File: src/rtl/uart_tx_fifo_pkg.sv
// Shared definitions for the UART transmit path: FSM state encodings and the
// memory-mapped address that load/store decodes to raise the write strobe.
package uart_tx_fifo_pkg;

    typedef enum logic [1:0] {
        IDLE  = 2'd0,
        START = 2'd1,
        DATA  = 2'd2,
        STOP  = 2'd3
    } uart_state_t;

    localparam logic [31:0] UART_ADDR = 32'h1000_0000;

    // Integer clocks-per-bit; the truncation matches what the baud counter uses.
    function automatic int calc_clks_per_bit(input int clk_freq, input int baud);
        return clk_freq / baud;
    endfunction

endpackage

File: src/rtl/uart_tx_fifo_fifo.sv
// Small synchronous FIFO with a combinational head read. A push on full is
// ignored and a pop on empty is ignored; push and pop may occur together.
module sync_fifo
    import uart_tx_fifo_pkg::*;
#(
    parameter int DW = 8,
    parameter int AW = 4
) (
    input  logic          clk,
    input  logic          rst,
    input  logic          push,
    input  logic [DW-1:0] din,
    input  logic          pop,
    output logic [DW-1:0] dout,
    output logic          full,
    output logic          empty
);

    localparam int         DEPTH_N = 1 << AW;
    localparam logic [AW:0] DEPTH  = {1'b1, {AW{1'b0}}};

    logic [DW-1:0] mem [DEPTH_N];
    logic [AW-1:0] wr_ptr;
    logic [AW-1:0] rd_ptr;
    logic [AW:0]   count;
    logic          push_ok;
    logic          pop_ok;

    assign full    = (count == DEPTH);
    assign empty   = (count == '0);
    assign push_ok = push && !full;
    assign pop_ok  = pop && !empty;
    assign dout    = mem[rd_ptr];

    // Storage array: written only on an accepted push, never reset.
    always_ff @(posedge clk) begin
        if (push_ok) begin
            mem[wr_ptr] <= din;
        end
    end

    // Pointers wrap naturally; count tracks occupancy so full/empty are exact.
    always_ff @(posedge clk or posedge rst) begin
        if (rst) begin
            wr_ptr <= '0;
            rd_ptr <= '0;
            count  <= '0;
        end else begin
            if (push_ok) begin
                wr_ptr <= wr_ptr + 1'b1;
            end
            if (pop_ok) begin
                rd_ptr <= rd_ptr + 1'b1;
            end
            case ({push_ok, pop_ok})
                2'b10:   count <= count + 1'b1;
                2'b01:   count <= count - 1'b1;
                default: count <= count;
            endcase
        end
    end

endmodule

File: src/rtl/uart_tx_fifo.sv
// Buffered 8N1 transmitter: byte stores from load/store are queued in a FIFO
// and shifted out LSB first, so a store never has to wait for the line.
module uart_tx_fifo
    import uart_tx_fifo_pkg::*;
#(
    parameter int CLK_FREQ = 100000000,
    parameter int BAUD     = 115200,
    parameter int FIFO_AW  = 4
) (
    input  logic       clk,
    input  logic       rst,
    input  logic       wr_en,
    input  logic [7:0] wr_data,
    output logic       full,
    output logic       busy,
    output logic       overflow,
    output logic       uart_tx
);

    localparam int CLKS_PER_BIT = calc_clks_per_bit(CLK_FREQ, BAUD);
    localparam int CNT_W = (CLKS_PER_BIT > 1) ? $clog2(CLKS_PER_BIT) : 1;
    localparam logic [CNT_W-1:0] CNT_LAST = CNT_W'(CLKS_PER_BIT - 1);

    uart_state_t state, state_n;
    logic [CNT_W-1:0] baud_cnt, baud_cnt_n;
    logic [2:0]       bit_idx, bit_idx_n;
    logic [7:0]       sh, sh_n;
    logic             tx_bit;
    logic             pop;
    logic             empty;
    logic [7:0]       head;

    sync_fifo #(
        .DW(8),
        .AW(FIFO_AW)
    ) u_fifo (
        .clk   (clk),
        .rst   (rst),
        .push  (wr_en),
        .din   (wr_data),
        .pop   (pop),
        .dout  (head),
        .full  (full),
        .empty (empty)
    );

    // Next-state, bit timing and pop decision; the line level is computed here
    // and registered below so the pin never sees decode glitches.
    always_comb begin
        state_n    = state;
        baud_cnt_n = baud_cnt + 1'b1;
        bit_idx_n  = bit_idx;
        sh_n       = sh;
        tx_bit     = 1'b1;
        pop        = 1'b0;
        case (state)
            IDLE: begin
                tx_bit     = 1'b1;
                baud_cnt_n = '0;
                if (!empty) begin
                    pop     = 1'b1;
                    sh_n    = head;
                    state_n = START;
                end
            end
            START: begin
                tx_bit = 1'b0;
                if (baud_cnt == CNT_LAST) begin
                    baud_cnt_n = '0;
                    bit_idx_n  = '0;
                    state_n    = DATA;
                end
            end
            DATA: begin
                tx_bit = sh[bit_idx];
                if (baud_cnt == CNT_LAST) begin
                    baud_cnt_n = '0;
                    if (bit_idx == 3'd7) begin
                        state_n = STOP;
                    end else begin
                        bit_idx_n = bit_idx + 1'b1;
                    end
                end
            end
            STOP: begin
                tx_bit = 1'b1;
                if (baud_cnt == CNT_LAST) begin
                    baud_cnt_n = '0;
                    state_n    = IDLE;
                end
            end
            default: begin
                state_n    = IDLE;
                baud_cnt_n = '0;
            end
        endcase
    end

    // State register; reset abandons any partial frame and forces the line high.
    always_ff @(posedge clk or posedge rst) begin
        if (rst) begin
            state    <= IDLE;
            baud_cnt <= '0;
            bit_idx  <= '0;
            sh       <= '0;
            uart_tx  <= 1'b1;
            busy     <= 1'b0;
        end else begin
            state    <= state_n;
            baud_cnt <= baud_cnt_n;
            bit_idx  <= bit_idx_n;
            sh       <= sh_n;
            uart_tx  <= tx_bit;
            busy     <= !empty || (state != IDLE);
        end
    end

    // Sticky flag recording that a store was dropped because the FIFO was full.
    always_ff @(posedge clk or posedge rst) begin
        if (rst) begin
            overflow <= 1'b0;
        end else if (wr_en && full) begin
            overflow <= 1'b1;
        end
    end

endmodule

File: config.mk
export PLATFORM = sky130hd
export DESIGN_NAME = uart_tx_fifo
export DESIGN_NICKNAME = d
export VERILOG_FILES = /design/src/rtl/uart_tx_fifo_pkg.sv /design/src/rtl/uart_tx_fifo_fifo.sv /design/src/rtl/uart_tx_fifo.sv
export SDC_FILE = /design/constraint.sdc
export NUM_CORES = 1
export LEC_CHECK = 0
export CAP_MARGIN = 20
export CORE_MARGIN = 2
export CORE_UTILIZATION = 30
export CTS_BUF_LIST = sky130_fd_sc_hd__clkbuf_8
export DETAILED_ROUTE_END_ITERATION = 10
export DONT_BUFFER_PORTS = 1
export PLACE_DENSITY = 0.47
export SETUP_SLACK_MARGIN = 0.15
export SYNTH_ARGS = -nofsm -noshare
export SYNTH_HDL_FRONTEND = slang
export SYNTH_SLANG_ARGS = --single-unit
File: constraint.sdc
create_clock -name clk -period 5.9 [get_ports clk]
set_input_delay 1.18 -clock clk [delete_from_list [all_inputs] [get_ports clk]]
set_output_delay 1.18 -clock clk [all_outputs]
set_load 0.01 [all_outputs]
==> impl_metrics.sql <==
INSERT INTO impl_metrics (metric_group, metric, value, unit) VALUES
('synth', 'synth_top_family_by_area', 'multiplexers', ''),
('worst_hold_path', 'timing.hold.worst_path_depth', '1', ''),
('clock_tree', 'tritoncts', 'built', ''),
('run', 'cap_violations', '0', ''),
('power_and_ir_drop', 'vdd.ir_drop.worst', '0.156', 'mV'),
('power_and_ir_drop', 'leakage', '2.64', 'nW'),
('setup_path', 'reg2reg_depth', '10', ''),
('floorplan', 'io-pin-count', '15', ''),
('synth', 'proportion_of_synthesized_flip_flops_having_asynchronous_set_or_reset', '23.4', '%'),
('global_route', 'grt_start_max_net_pins', '32', ''),
('clock_tree', 'cts_made_buffers', '17', ''),
('synth', 'ys_seq_elements', '167', ''),
('synth', 'synth.area.mux_share', '14.0', '%'),
('floorplan', 'floorplan.die.width', '156', 'um'),
('floorplan', 'die_area', '0.0244', 'sq mm'),
('drt', 'detail_route.drc_violations', '0', ''),
('clock_tree', 'cts_post_setup_buffers_inserted', '0', ''),
('synth', 'ys_types', '50', ''),
('clock_tree', 'clock-root-buffer', 'clkbuf_8', ''),
('setup_path', 'critical-path-slowest-cell', 'nor4_1', ''),
('synth', 'ys_seq_area_share', '69.4', '%'),
('setup_path', 'critical-path-top-delay-family', 'simple AND/OR/NAND/NOR gates', ''),
('timing', 'worst-slew-pin-transition', '917', 'ps'),
('layout', 'layout.cells.most_common_list', 'edfxtp_1 (128), dfrtp_1 (36), mux4_2 (34)', ''),
('clock_tree', 'clk_latency', '460', 'ps'),
('clock_tree', 'max-clock-path-buffers', '2', ''),
('drt', 'detail-route-antenna-nets', '0', ''),
('worst_hold_path', 'min_path_type', 'reg2reg', ''),
('setup_path', 'cp-end-kind', 'output pin', ''),
('timing', 'max_clock_freq', '0.336', 'GHz'),
('setup_path', 'cp.buffers_inverters', '0', ''),
('placement', 'post_dp_hpwl', '9.34', 'mm'),
('clock_tree', 'htree_num_levels', '4', ''),
('floorplan', 'die_h', '156', 'um'),
('clock_tree', 'clkSlewWorstSetupHoldPaths', '90', 'ps'),
('layout', 'layout_commonest_cell', 'edfxtp_1', ''),
('synth', 'mappedNetlistArea', '0.00694', 'sq mm'),
('power_and_ir_drop', 'power_density', '459', 'mW/mm^2'),
('clock_tree', 'cts.repair.resized', '0', ''),
('setup_path', 'cp_cell_sequence', 'nor4_1 > and2_1', ''),
('synth', 'synthXorXnorAreaFrac', '2.52', '%'),
('timing', 'setup_total_negative_slack', '0', 'ps'),
('drt', 'routed_via_density', '4.80', ''),
('setup_path', 'crit_type', 'reg2out', ''),
('synth', 'synth_flop_cell', 'edfxtp_1', ''),
('drt', 'drt-total-wl', '14.0', 'mm'),
('timing', 'timing.final.max_slew_violations', '0', ''),
('drt', 'drt_pre_antenna_iters', '4', ''),
('setup_path', 'path_depth', '2', ''),
('global_route', 'grt_remaining_overflow', '0', ''),
('floorplan', 'rows', '55', ''),
('layout', 'antennaDiodeCount', '0', ''),
('timing', 'portion_of_the_clock_cycle_consumed_by_the_worst_path_in_the_final_layout', '50.4', '%'),
('timing', 'unrepaired_setup_endpoints_after_global_routing', 'false', ''),
('setup_path', 'critical_path.max_fanout', '8', ''),
('clock_tree', 'cts_hold_fix_bufs', '0', ''),
('synth', 'yosysWarnings', '0', ''),
('timing', 'skew', '11.6', 'ps'),
('layout', 'drive_gt1_share', '21.2', '%'),
('timing', 'worst_setup_slack_final', '2930', 'ps'),
('synth', 'yosys-top-cells-area', 'edfxtp_1 (55%), dfrtp_1 (14%), mux4_2 (11%)', ''),
('global_route', 'grt_pass1_vias', '3637', ''),
('setup_path', 'delay_of_the_slowest_cell_on_the_worst_path', '570', 'ps'),
('global_route', 'antenna_found_initial', '0', ''),
('drt', 'vias', '3358', ''),
('placement', 'dp_slack', '2700', 'ps'),
('status', 'run_status', 'finished, final reports clean', ''),
('layout', 'finalNetCount', '429', ''),
('global_route', 'grt_use_total', '12.5', '%'),
('drt', 'post_drt_wl_per_cell', '20.0', 'um'),
('synth', 'avgSynthCellArea', '17.6', 'sq um');
[final cells by class]
class / count / area, sq um / area share, %
clock buffers: 17 / 234 / 3.05
flip-flops and latches: 167 / 4820 / 62.9
multi-input cells: 200 / 1990 / 25.9
inverters: 9 / 33.8 / 0.440
clock inverters: 15 / 166 / 2.17
repair buffers: 7 / 70.1 / 0.914
well taps: 285 / 357 / 4.65
[logic make-up (layout without fill, tap and decap cells)]
family | Yosys count | after routing
fa+ha+maj | 16 | 16
mux | 54 | 54
compound gates | 29 | 29
buf+inv | 27 | 48
flops | 167 | 167
xor+xnor | 20 | 20
simple gates | 81 | 81
[metal layers]
layer | vias up | share of wire [%] | GRT usage (%)
li1 | 1545 | - | -
met1 | 1729 | 44 | 16.0
met2 | 67 | 50 | 20.7
met3 | 17 | 5.0 | 2.89
met4 | 0 | 1.6 | 4.59
met5 | - | 0 | 0
[stage by stage]
step,util (%),area [sq um],instances,hold WS [ps]
floorplan,-,6940,394,448
global placement,31.8,7210,663,469
detailed placement,31.8,7230,665,477
CTS,33.6,7630,697,498
global route,33.8,7670,700,519
finish,33.8,7670,700,491
[report_power, final]
| group | leakage [nW] | switching [mW] | internal, mW | total (mW) |
|---|---|---|---|---|
| clock network | 0.201 | 0.447 | 0.386 | 0.833 |
| logic | 0.802 | 0.489 | 0.497 | 0.986 |
| registers | 1.64 | 0.232 | 1.47 | 1.70 |
| total | 2.64 | 1.17 | 2.35 | 3.52 |
[worst register-to-register path: stages (launching register included)]
cell     delay, ps
dfrtp_1        460
or4_4          570
o21ai_4        340
inv_2          170
ha_1           340
xor2_1         180
ha_1           230
o31ai_1        180
and3_1         180
a31oi_1         50
xnor2_1        130
[worst paths after layout]
| path | slack, ps | endpoint | startpoint |
|---|---|---|---|
| max reg2reg | 2960 | u_fifo.count[4]$_DFFE_PP0P_ | u_fifo.count[0]$_DFFE_PP0P_ |
| min | 490 | baud_cnt[0]$_DFF_PP0_ | baud_cnt[0]$_DFF_PP0_ |
| max in group asynchronous | 4340 | u_fifo.rd_ptr[0]$_DFFE_PP0P_ | rst |
| min reg2reg | 490 | baud_cnt[0]$_DFF_PP0_ | baud_cnt[0]$_DFF_PP0_ |
| max | 2930 | full | u_fifo.count[1]$_DFFE_PP0P_ |
| min in group asynchronous | 750 | bit_idx[0]$_DFFE_PP0P_ | rst |
[flip-flops by register name, indices dropped and copies added (netlist names)]
| signal | flops |
|---|---|
| baud_cnt | 10 |
| bit_idx | 3 |
| busy | 1 |
| overflow | 1 |
| sh | 8 |
| state | 2 |
| u_fifo.count | 5 |
| u_fifo.mem | 128 |
| u_fifo.rd_ptr | 4 |
| u_fifo.wr_ptr | 4 |
| uart_tx | 1 |
[cells in the mapped netlist (all sizes together), types with 8 or more instances]
| master | number |
|---|---|
| dfrtp | 38 |
| nand2 | 22 |
| ha | 16 |
| o221ai | 8 |
| xor2 | 9 |
| mux2i | 17 |
| xnor2 | 11 |
| inv | 9 |
| nor2 | 27 |
| buf | 12 |
| edfxtp | 128 |
| mux4 | 34 |
Note: power is estimated with default switching activity, not from simulation.
